==> src/rtl/word_guess_entry.sv <==
// word_guess_entry: keystroke entry for the word-guess game.
// Builds the secret word, then stages and presents single-letter guesses.
module word_guess_entry #(
   parameter int LETTERS     = 5,
   parameter int TIMEOUT_CYC = 64
) (
   input  logic                 clk,
   input  logic                 nRst,
   input  logic                 key_valid,
   input  logic [7:0]           key_data,
   input  logic                 key_del,
   input  logic                 key_submit,
   input  logic                 game_rdy,
   input  logic                 red_busy,
   input  logic                 gameEnd,
   output logic [8*LETTERS-1:0] setWord,
   output logic                 toggle_state,
   output logic [7:0]           guess,
   output logic [2:0]           entry_count,
   output logic                 staged,
   output logic                 word_locked,
   output logic                 guess_busy,
   output logic                 err
);

   localparam int          WW   = 8*LETTERS;
   localparam int          TW   = $clog2(TIMEOUT_CYC+1);
   localparam logic [2:0]  FULL = 3'(LETTERS);
   localparam logic [TW-1:0] TMAX = TW'(TIMEOUT_CYC-1);

   typedef enum logic [2:0] {
      W_ENTRY, W_CONFIRM, G_IDLE,
      G_GAP, G_SEND, G_WAIT
   } state_t;

   state_t        state;
   logic [7:0]    stg;
   logic [TW-1:0] tmo;

   logic       is_up, is_lo, ok;
   logic [7:0] letter;
   logic       do_del, do_sub, do_key;

   always_comb begin
      is_up  = (key_data >= 8'h41) && (key_data <= 8'h5A);
      is_lo  = (key_data >= 8'h61) && (key_data <= 8'h7A);
      ok     = is_up || is_lo;
      letter = is_lo ? key_data - 8'h20 : key_data;
      do_del = key_del;
      do_sub = !key_del && key_submit;
      do_key = !key_del && !key_submit && key_valid;
   end

   always_ff @(posedge clk or negedge nRst) begin
      if (!nRst) begin
         state        <= W_ENTRY;
         setWord      <= '0;
         guess        <= '0;
         entry_count  <= '0;
         toggle_state <= 1'b0;
         staged       <= 1'b0;
         word_locked  <= 1'b0;
         guess_busy   <= 1'b0;
         err          <= 1'b0;
         stg          <= '0;
         tmo          <= '0;
      end else if (gameEnd) begin
         state        <= W_ENTRY;
         setWord      <= '0;
         guess        <= '0;
         entry_count  <= '0;
         toggle_state <= 1'b0;
         staged       <= 1'b0;
         word_locked  <= 1'b0;
         guess_busy   <= 1'b0;
         err          <= 1'b0;
         stg          <= '0;
         tmo          <= '0;
      end else begin
         toggle_state <= 1'b0;
         err          <= 1'b0;
         unique case (state)
            W_ENTRY: begin
               unique case (1'b1)
                  do_del: begin
                     if (entry_count != 3'd0) begin
                        setWord     <= setWord >> 8;
                        entry_count <= entry_count - 3'd1;
                     end
                  end
                  do_sub: begin
                     if (entry_count == FULL)
                        state <= W_CONFIRM;
                     else
                        err <= 1'b1;
                  end
                  do_key: begin
                     if (!ok || entry_count == FULL) begin
                        err <= 1'b1;
                     end else begin
                        setWord     <= {setWord[WW-9:0], letter};
                        entry_count <= entry_count + 3'd1;
                     end
                  end
                  default: ;
               endcase
            end
            W_CONFIRM: begin
               if (game_rdy) begin
                  toggle_state <= 1'b1;
                  word_locked  <= 1'b1;
                  state        <= G_IDLE;
               end
            end
            G_IDLE: begin
               unique case (1'b1)
                  do_del: staged <= 1'b0;
                  do_sub: begin
                     if (staged && game_rdy) begin
                        guess      <= 8'h00;
                        guess_busy <= 1'b1;
                        staged     <= 1'b0;
                        state      <= G_GAP;
                     end else begin
                        err <= 1'b1;
                     end
                  end
                  do_key: begin
                     if (ok) begin
                        stg    <= letter;
                        staged <= 1'b1;
                     end else begin
                        err <= 1'b1;
                     end
                  end
                  default: ;
               endcase
            end
            // zero cycle forces a bus edge even for a repeated letter
            G_GAP: begin
               guess <= stg;
               tmo   <= '0;
               state <= G_SEND;
            end
            G_SEND: begin
               if (red_busy) begin
                  state <= G_WAIT;
               end else if (tmo == TMAX) begin
                  err        <= 1'b1;
                  guess_busy <= 1'b0;
                  state      <= G_IDLE;
               end else begin
                  tmo <= tmo + TW'(1);
               end
            end
            G_WAIT: begin
               if (game_rdy) begin
                  guess_busy <= 1'b0;
                  state      <= G_IDLE;
               end
            end
            default: state <= W_ENTRY;
         endcase
      end
   end

endmodule

==> config.mk <==
export PLATFORM = sky130hd
export DESIGN_NAME = word_guess_entry
export DESIGN_NICKNAME = d
export VERILOG_FILES = /design/src/rtl/word_guess_entry.sv
export SDC_FILE = /design/constraint.sdc
export NUM_CORES = 1
export LEC_CHECK = 0
export ABC_CLOCK_PERIOD_IN_PS = 3500
export BUFFER_PORTS_ARGS = -buffer_cell sky130_fd_sc_hd__buf_2
export CAP_MARGIN = 40
export CELL_PAD_IN_SITES_DETAIL_PLACEMENT = 0
export CELL_PAD_IN_SITES_GLOBAL_PLACEMENT = 2
export CORE_MARGIN = 4
export CORE_UTILIZATION = 37
export DETAILED_ROUTE_END_ITERATION = 8
export PLACE_DENSITY = 0.86
export SYNTH_ARGS = -nofsm -noshare
export SYNTH_HDL_FRONTEND = slang
export SYNTH_SLANG_ARGS = --single-unit
==> constraint.sdc <==
create_clock -name clk -period 3.5 [get_ports clk]
set_input_delay 0.7 -clock clk [delete_from_list [all_inputs] [get_ports clk]]
set_output_delay 0.7 -clock clk [all_outputs]
set_load 0.005 [all_outputs]
==> impl_metrics.toml, run 1 <==
[run_status]
status = "completed"

[route]
dr.pass1.iters = 5
wire_per_inst_um = 16.5
drt-vias-per-instance = 5.32
vias = 3102
drc_errors = 0
routed_wl_mm = 9.63
drtAntennaViolNets = 0
drt-initial-drc-count = 131

[logic_synthesis]
synth_commonest_cells = "74 x dfrtp_1, 65 x nand2_1, 34 x mux2i_1"
synth-seq-cells = 74
synth_edf_count = 0
synth_nets = 400
synth_ff_type = "dfrtp_1"
ys_warn_count = 0
synth_cell_types = 56
async_reset_ff_share_pct = 100
ys_seq_area_share_pct = 48.9
yosysTopAreaCellShare_pct = 48.9
yosysMostFrequentCell = "dfrtp_1"
synth_top_cell_by_area = "dfrtp_1"
synthesis.area_um2 = 3790
synth_area_leaders = "dfrtp_1 49%, mux2i_1 9.0%, nand2_1 6.4%, o31ai_1 6.3%, nor2_1 2.0%"
synthCells = 380
synthesis.area_per_instance_um2 = 9.96

[cts]
cts_root_buf = "clkbuf_8"
htree_levels = 3
post_cts_buffers = 0
clk_path_buf_depth = 2
ctsResizeCount = 0
cts_buffers = 9
cts_tree = "done"
holdBufCountCts = 0
clk_latency_ns = 0.35
cts_sinks = 74
clk_transition_reported_paths_ns = 0.09

[grt]
grt_pass1_wl_mm = 16.0
grt_max_degree = 81
grt_pass1_vias = 3070
antenna_found_initial = 0
grt_use_total_pct = 17.1
grt_remaining_overflow = 0

[setup_path]
crit_type = "in -> reg"
crit_slowest_cell = "fa_1"
path_depth = 8
reg2reg_slack_ns = 1.33
slowest_delay_ns = 0.40
worstPathRequired_ns = 3.77
end_kind = "flop"
crit_chain = "buf_2 -> or3b_2 -> inv_1 -> fa_1 -> nor3_1 -> a32oi_1 -> or3_1 -> a21oi_1"
cp_top_family = "simple AND/OR/NAND/NOR gates"
startpoint_type = "input pin"
critPathBufInv = 2
crit_fanout = 10
reg2reg_depth = 5
cp.arrival_ns = 2.49

[timing]
period_minus_slack_ns = 2.22
slew_viol_final = 0
fin_worst_skew_ns = 0.0123
finalSetupViolCount = 0
max_slew_margin_pct = 49.6
fin_crit_sh_pct = 63.4
clock.fmax_ghz = 0.450
hold_viol = 0
setup_ws_ns = 1.28
tightestPinTransition_ns = 0.753
rsz0062_at_grt = "false"
totalNegativeSetupSlack_ns = 0

[cells_and_area]
final_nets = 465
design_area_um2 = 4510
area_growth_pct = 19.2
antenna_cells = 0
layout-drive-gt1-share_pct = 23.1
stdcell_count = 583

[floorplan]
core_area_um2 = 9860
die_width_um = 109
io_pins = 72
std_cell_rows = 36
dieArea_um2 = 11900
start_util_pct = 38.4
die_h_um = 109

[job]
max_cap_viol_count = 0

[place]
place_inst = 567
placed_area_um2 = 4300
buffer_ports.inserted = 71
place_worst_setup_slack_ns = 0.949
place.gp.congestion = 0.787
dp_hpwl_mm = 6.75

[pwr]
power_density_nw_per_um2 = 503
fin_total_pwr_mw = 2.27
ir_drop_uv = 190
leakage_nw = 2.25

[hold_path]
holdCritPathClass = "in -> async"
## final cells by class
type | instances | area [um2]
inverter | 9 | 33.8
tap | 133 | 166
clock inverter | 7 | 93.8
sequential | 74 | 1850
fill | 957 | 5350
timing repair buffer | 77 | 428
multi-input combinational | 274 | 1820
clock buffer | 9 | 124
## final timing paths
| path | from | end |
|---|---|---|
| max | key_valid | entry_count[2] |
| min | nRst | tmo[2] |
| max reg2reg | state[2] | setWord[26] |
| min in group clk | word_locked | word_locked |
| min reg2reg | word_locked | word_locked |
| max in group asynchronous | nRst | setWord[1] |
## layout by cell type, fill, tap and decap left out, types with 5 or more instances in the layout
master,synthesis,layout
nor3_1,5,5
a21oi_1,11,11
o31ai_1,32,32
nand3_1,8,8
o21ai_0,15,15
dfrtp_1,74,74
a22o_1,8,8
nor2_1,20,20
nand2_1,65,65
mux2i_1,34,34
buf_4,1,5
o21ai_1,7,7
clkbuf_8,0,9
buf_2,3,70
inv_1,9,9
## metal layers
layer	wire length, um	global-route usage, %	part of all wire (%)	vias up
met5	0	0	0	-
met4	53	4.33	0.55	0
met3	566	4.38	5.9	4
met2	4380	25.5	46	65
met1	4620	24.8	48	1512
li1	-	-	-	1521
## flip-flops by register name (all words and copies together) (netlist names)
register	cells
setWord	40
guess	8
stg	8
tmo	7
entry_count	3
state	3
err	1
guess_busy	1
staged	1
toggle_state	1
word_locked	1
## metrics by stage
stage               hold WS [ns]  utilization, %
floorplan                  0.404               -
global placement           0.461            43.4
detailed placement         0.465            43.6
CTS                        0.317            45.8
global route               0.343            45.8
finish                     0.316            45.8
## power breakdown
part | leakage [nW] | switching, mW | internal (mW)
Sequential | 1.03 | 0.0868 | 0.906
Clock | 0.105 | 0.333 | 0.400
Combinational | 1.12 | 0.343 | 0.200
## cell families after synthesis
family | Yosys count | share of synthesized area, %
simple gates | 125 | 15.9
compound gates | 109 | 20.6
flops | 74 | 48.9
mux | 35 | 9.29
buf+inv | 32 | 3.57
fa+ha+maj | 4 | 1.52
xor+xnor | 1 | 0.231
(Power assumes the default switching activity.)
==> run 2, diff against run 1 <==
- ABC_CLOCK_PERIOD_IN_PS: 3500 -> 2100
- CORE_UTILIZATION: 37 -> 35
- PLACE_DENSITY: 0.86 -> 0.82
- clock period: 3.5 -> 2.1 ns (I/O delays scaled with it)
==> run 2 against run 1 <==
Net effect:
- global-route usage is 0.74 points lower
- clock power is 31% higher
- die area is 5.3% higher
- critical path depth is 1 lower
- wire length is 2.6% higher
- sequential share of layout area is 1.2 points lower
- clock-buffer cell count is 2 higher
- largest cell class unchanged
==> impl_metrics.toml, run 2 (synthesis gave the netlist of run 1 again) <==
[floorplan]
dieArea_um2 = 12500
start_util_pct = 36.3
io_pins = 72
std_cell_rows = 37
core_area_um2 = 10400
die_width_um = 112
die_h_um = 112

[timing]
finalSetupViolCount = 0
hold_viol = 0
hold_ws_ns = 0.0998
clock.fmax_ghz = 0.516
fin_worst_skew_ns = 0.00952
slew_viol_final = 0
fin_crit_sh_pct = 92.3
tightestPinTransition_ns = 0.531
max_slew_margin_pct = 64.6
setup_ws_ns = 0.162
period_minus_slack_ns = 1.94
totalNegativeSetupSlack_ns = 0
rsz0062_at_grt = "false"

[cells_and_area]
final_nets = 487
final_core_util_pct = 44.6
regArea_um2 = 1850
final_cell_mix = "74 x dfrtp_1, 71 x buf_2, 65 x nand2_1"
design_area_um2 = 4650
largestRegisters = "setWord (40), guess (8), stg (8)"
largest-register = "setWord"
largest_reg_flops = 40
antenna_cells = 0
final_common_cell = "dfrtp_1"
area_growth_pct = 22.8
layout-drive-gt1-share_pct = 26.6
stdcell_count = 606
num-fill-cells = 1038
multi_input_area_um2 = 1840

[route]
drtAntennaViolNets = 0
dr.pass1.iters = 4
highest_layer = "met4"
drt-initial-drc-count = 132
routed_wl_mm = 9.87
drt-vias-per-instance = 5.20
vias = 3151
wl_met2_mm = 4.47
wire_per_inst_um = 16.3
dr_wl_met3_um = 395
drc_errors = 0
wl_met1_mm = 4.83

[place]
place_worst_setup_slack_ns = 0.0230
placed_area_um2 = 4460
buffer_ports.inserted = 71
place.gp.congestion = 0.801
place_inst = 592
dp_hpwl_mm = 6.81

[run_status]
status = "completed"

[pwr]
p_comb_share_pct = 30.9
ir_drop_uv = 277
power_frac_seq_pct = 43.2
switching_share_pct = 34.6
fin_total_pwr_mw = 3.70
leakage_nw = 2.34
power_density_nw_per_um2 = 795
power_switching_mw = 1.28
p_clk_share_pct = 25.9
internal-power_mw = 2.42

[setup_path]
crit_slowest_cell = "dfrtp_1"
crit_chain = "nor4b_4 -> o31ai_2 -> buf_4 -> a41oi_4 -> buf_12 -> nand2_1 -> o31ai_1"
cp.arrival_ns = 2.19
slowest_delay_ns = 0.46
worstPathRequired_ns = 2.35
end_kind = "flop"
cp_top_family = "simple AND/OR/NAND/NOR gates"
crit_fanout = 80
critPathBufInv = 2
startpoint_type = "flop"
crit_type = "reg -> reg"

[grt]
grt_pass1_vias = 3162
grt_max_degree = 81
antenna_found_initial = 0
grt_use_total_pct = 16.4
grt_remaining_overflow = 0
grt_pass1_wl_mm = 16.6

[hold_path]
holdCritPathClass = "in -> async"

[cts]
htree_levels = 3
cts_buffers = 9
clk_path_buf_depth = 2
cts_tree = "done"
clk_transition_reported_paths_ns = 0.08
cts_sinks = 74
clk_latency_ns = 0.35
holdBufCountCts = 0
cts_root_buf = "clkbuf_8"

[job]
max_cap_viol_count = 0
[run 2: cell types whose count changed in the layout (fill, tap and decap cells not counted), sizes merged]
cell | previous run | this run
buf | 77 | 99
bufinv | 2 | 0
clkbuf | 9 | 11
clkinv | 3 | 2
clkinvlp | 2 | 1
[run 2: timing repair]
item / in CTS / in global routing
endpoints found under the setup margin: 0 / 4
setup buffers: 0 / 0
gates resized for setup: 0 / 4
[run 2: cell type report]
cell class | count | area share, %
sequential | 74 | 39.8
multi-input combinational | 274 | 39.7
clock buffer | 11 | 3.04
tap | 136 | 3.66
clock inverter | 3 | 0.377
timing repair buffer | 99 | 12.7
inverter | 9 | 0.727
[run 2: final timing paths]
| path | startpoint | to | slack (ns) | cells past startpoint |
|---|---|---|---|---|
| worst max register to register | entry_count[0] | setWord[26] | 0.16 | 7 |
| max in group asynchronous | nRst | setWord[27] | 1.68 | 2 |
| worst max-delay path | entry_count[0] | setWord[26] | 0.16 | 7 |
| worst min register to register | word_locked | word_locked | 0.47 | 1 |
| min in group clk | red_busy | tmo[4] | 0.33 | 2 |
| worst min-delay path | nRst | tmo[2] | 0.1 | 2 |
[run 2: power by group through the flow]
stage	clock (mW)	combinational, mW	sequential [mW]
2_1_floorplan	0	0.692	1.61
3_3_place_gp	0	1.10	1.62
3_5_place_dp	0	1.10	1.62
4_1_cts	1.00	1.10	1.59
5_1_grt	1.06	1.27	1.61
6_report	0.958	1.14	1.60
[run 2: per-layer routing]
| layer | vias to the layer above | track usage (%) |
|---|---|---|
| li1 | 1553 | - |
| met1 | 1524 | 23.6 |
| met2 | 63 | 23.9 |
| met3 | 11 | 3.15 |
| met4 | 0 | 6.89 |
| met5 | - | 0 |
==> run 3, diff against run 2 <==
- ABC_CLOCK_PERIOD_IN_PS: 2100 -> 2130
- CTS_CLUSTER_SIZE: not set -> 14
- clock period: 2.1 -> 2.13 ns (I/O delays scaled with it)
==> run 3 against run 2 <==
Net effect:
- core utilization grew 0.36 points
- critical path depth shrank 2
- register-to-register slack is essentially flat
- non-clock buffer count shrank 4
- highest routed layer unchanged
==> impl_metrics.toml, run 3 (synthesis gave the netlist of run 1 again) <==
[run_status]
status = "completed"

[cells_and_area]
antenna_cells = 0
num-fill-cells = 1018
area_growth_pct = 23.8
largest_reg_flops = 40
design_area_um2 = 4690
layout-drive-gt1-share_pct = 25.9
final_nets = 483
final_common_cell = "dfrtp_1"
largestRegisters = "setWord (40), guess (8), stg (8)"
largest-register = "setWord"
final_cell_mix = "74 x dfrtp_1, 71 x buf_2, 65 x nand2_1"

[timing]
fin_worst_skew_ns = 0.0124
rsz0062_at_grt = "false"
max_slew_margin_pct = 65.8
tightestPinTransition_ns = 0.512
hold_viol = 0
clock.fmax_ghz = 0.505
slew_viol_final = 0
period_minus_slack_ns = 1.98
totalNegativeSetupSlack_ns = 0
finalSetupViolCount = 0
fin_crit_sh_pct = 93.0

[grt]
grt_max_degree = 81
grt_remaining_overflow = 0
antenna_found_initial = 0
grt_pass1_wl_mm = 16.7
grt_use_total_pct = 16.4
grt_pass1_vias = 3189

[pwr]
ir_drop_uv = 303
leakage_nw = 2.36
power_frac_seq_pct = 39.5
fin_total_pwr_mw = 3.98
power_switching_mw = 1.25
power_density_nw_per_um2 = 850
p_clk_share_pct = 34.3
switching_share_pct = 31.3
internal-power_mw = 2.73
p_comb_share_pct = 26.2

[setup_path]
crit_type = "reg -> reg"
slowest_delay_ns = 0.45
end_kind = "flop"
cp.arrival_ns = 2.23
reg2reg_depth = 5
worstReg2RegEnd = "setWord[1]"
crit_fanout = 80
cp_top_family = "compound AO/OA/AOI/OAI gates"
critPathBufInv = 1
reg2reg_slack_ns = 0.15
crit_chain = "or3_1 -> a211oi_2 -> a41oi_4 -> buf_12 -> o31ai_1"
crit_slowest_cell = "dfrtp_1"
startpoint_type = "flop"
r2r_start = "state[2]"
path_depth = 5
worstPathRequired_ns = 2.38

[route]
wire_per_inst_um = 16.3
drt-initial-drc-count = 136
drt-vias-per-instance = 5.21
routed_wl_mm = 9.82
drtAntennaViolNets = 0
vias = 3146
dr.pass1.iters = 4
drc_errors = 0

[cts]
ctsResizeCount = 0
cts_root_buf = "clkbuf_8"
clk_latency_ns = 0.35
cts_buffers = 9
clk_path_buf_depth = 2
clk_transition_reported_paths_ns = 0.08
cts_sinks = 74
cts_tree = "done"
post_cts_buffers = 0
holdBufCountCts = 0
htree_levels = 3

[floorplan]
die_width_um = 112
std_cell_rows = 37
dieArea_um2 = 12500
die_h_um = 112
start_util_pct = 36.3
io_pins = 72
core_area_um2 = 10400

[place]
dp_hpwl_mm = 6.79
buffer_ports.inserted = 71
place.gp.congestion = 0.809
placed_area_um2 = 4430

[job]
max_cap_viol_count = 0

[hold_path]
holdCritPathClass = "in -> async"
[run 3: cell types whose count changed in the layout (fill, tap and decap cells not counted), sizes merged]
cell / change
clkinv: -2
bufinv: +3
clkbuf: +1
buf: -4
[run 3: area by class of cell]
class / count / area, um2 / share of cell area (%)
inverters: 9 / 33.8 / 0.721
repair buffers: 95 / 561 / 12.0
flip-flops and latches: 74 / 1850 / 39.5
multi-input cells: 274 / 1820 / 38.8
clock buffers: 12 / 155 / 3.31
well taps: 136 / 170 / 3.63
clock inverters: 4 / 97.6 / 2.08
[run 3: worst reg2reg max path, cell delays in order, from the launching register on]
cell      delay [ns]
dfrtp_1         0.45
or3_1           0.40
a211oi_2        0.35
a41oi_4         0.16
buf_12          0.22
o31ai_1         0.30
[run 3: through the flow]
step | cells | util, % | setup WS (ns) | hold WS, ns
3_5_place_dp | 588 | 42.6 | 0.0360 | 0.464
2_1_floorplan | 380 | - | 0.151 | 0.130
6_report | 604 | 45.0 | 0.150 | 0.0956
3_3_place_gp | 588 | 42.6 | 0.0740 | 0.461
4_1_cts | 604 | 45.0 | 0.120 | 0.103
5_1_grt | 604 | 45.0 | 0.0103 | 0.111
[run 3: routing by layer]
metal	wire, um	vias up	GRT usage, %
li1	-	1554	-
met1	4740	1520	23.0
met2	4510	61	25.1
met3	453	11	3.91
met4	114	0	5.21
met5	0	-	0
[run 3: power by group through the flow]
stage                     Clock, mW  Sequential, mW  Combinational, mW
final                          1.37            1.57               1.04
after global placement            0            1.60               1.04
after CTS                      1.41            1.57               1.05
after global routing           1.48            1.59               1.17
after floorplan                   0            1.59              0.682
after detailed placement          0            1.60               1.05
[run 3: worst max-delay path by stage]
stage / from / end / slack (ns)
after floorplan: key_valid / entry_count[2] / 0.15
final: state[2] / setWord[1] / 0.15
after global routing: state[2] / setWord[31] / 0.01
after CTS: state[2] / setWord[9] / 0.12
after global placement: key_submit / stg[1] / 0.07
after detailed placement: key_del / entry_count[2] / 0.04
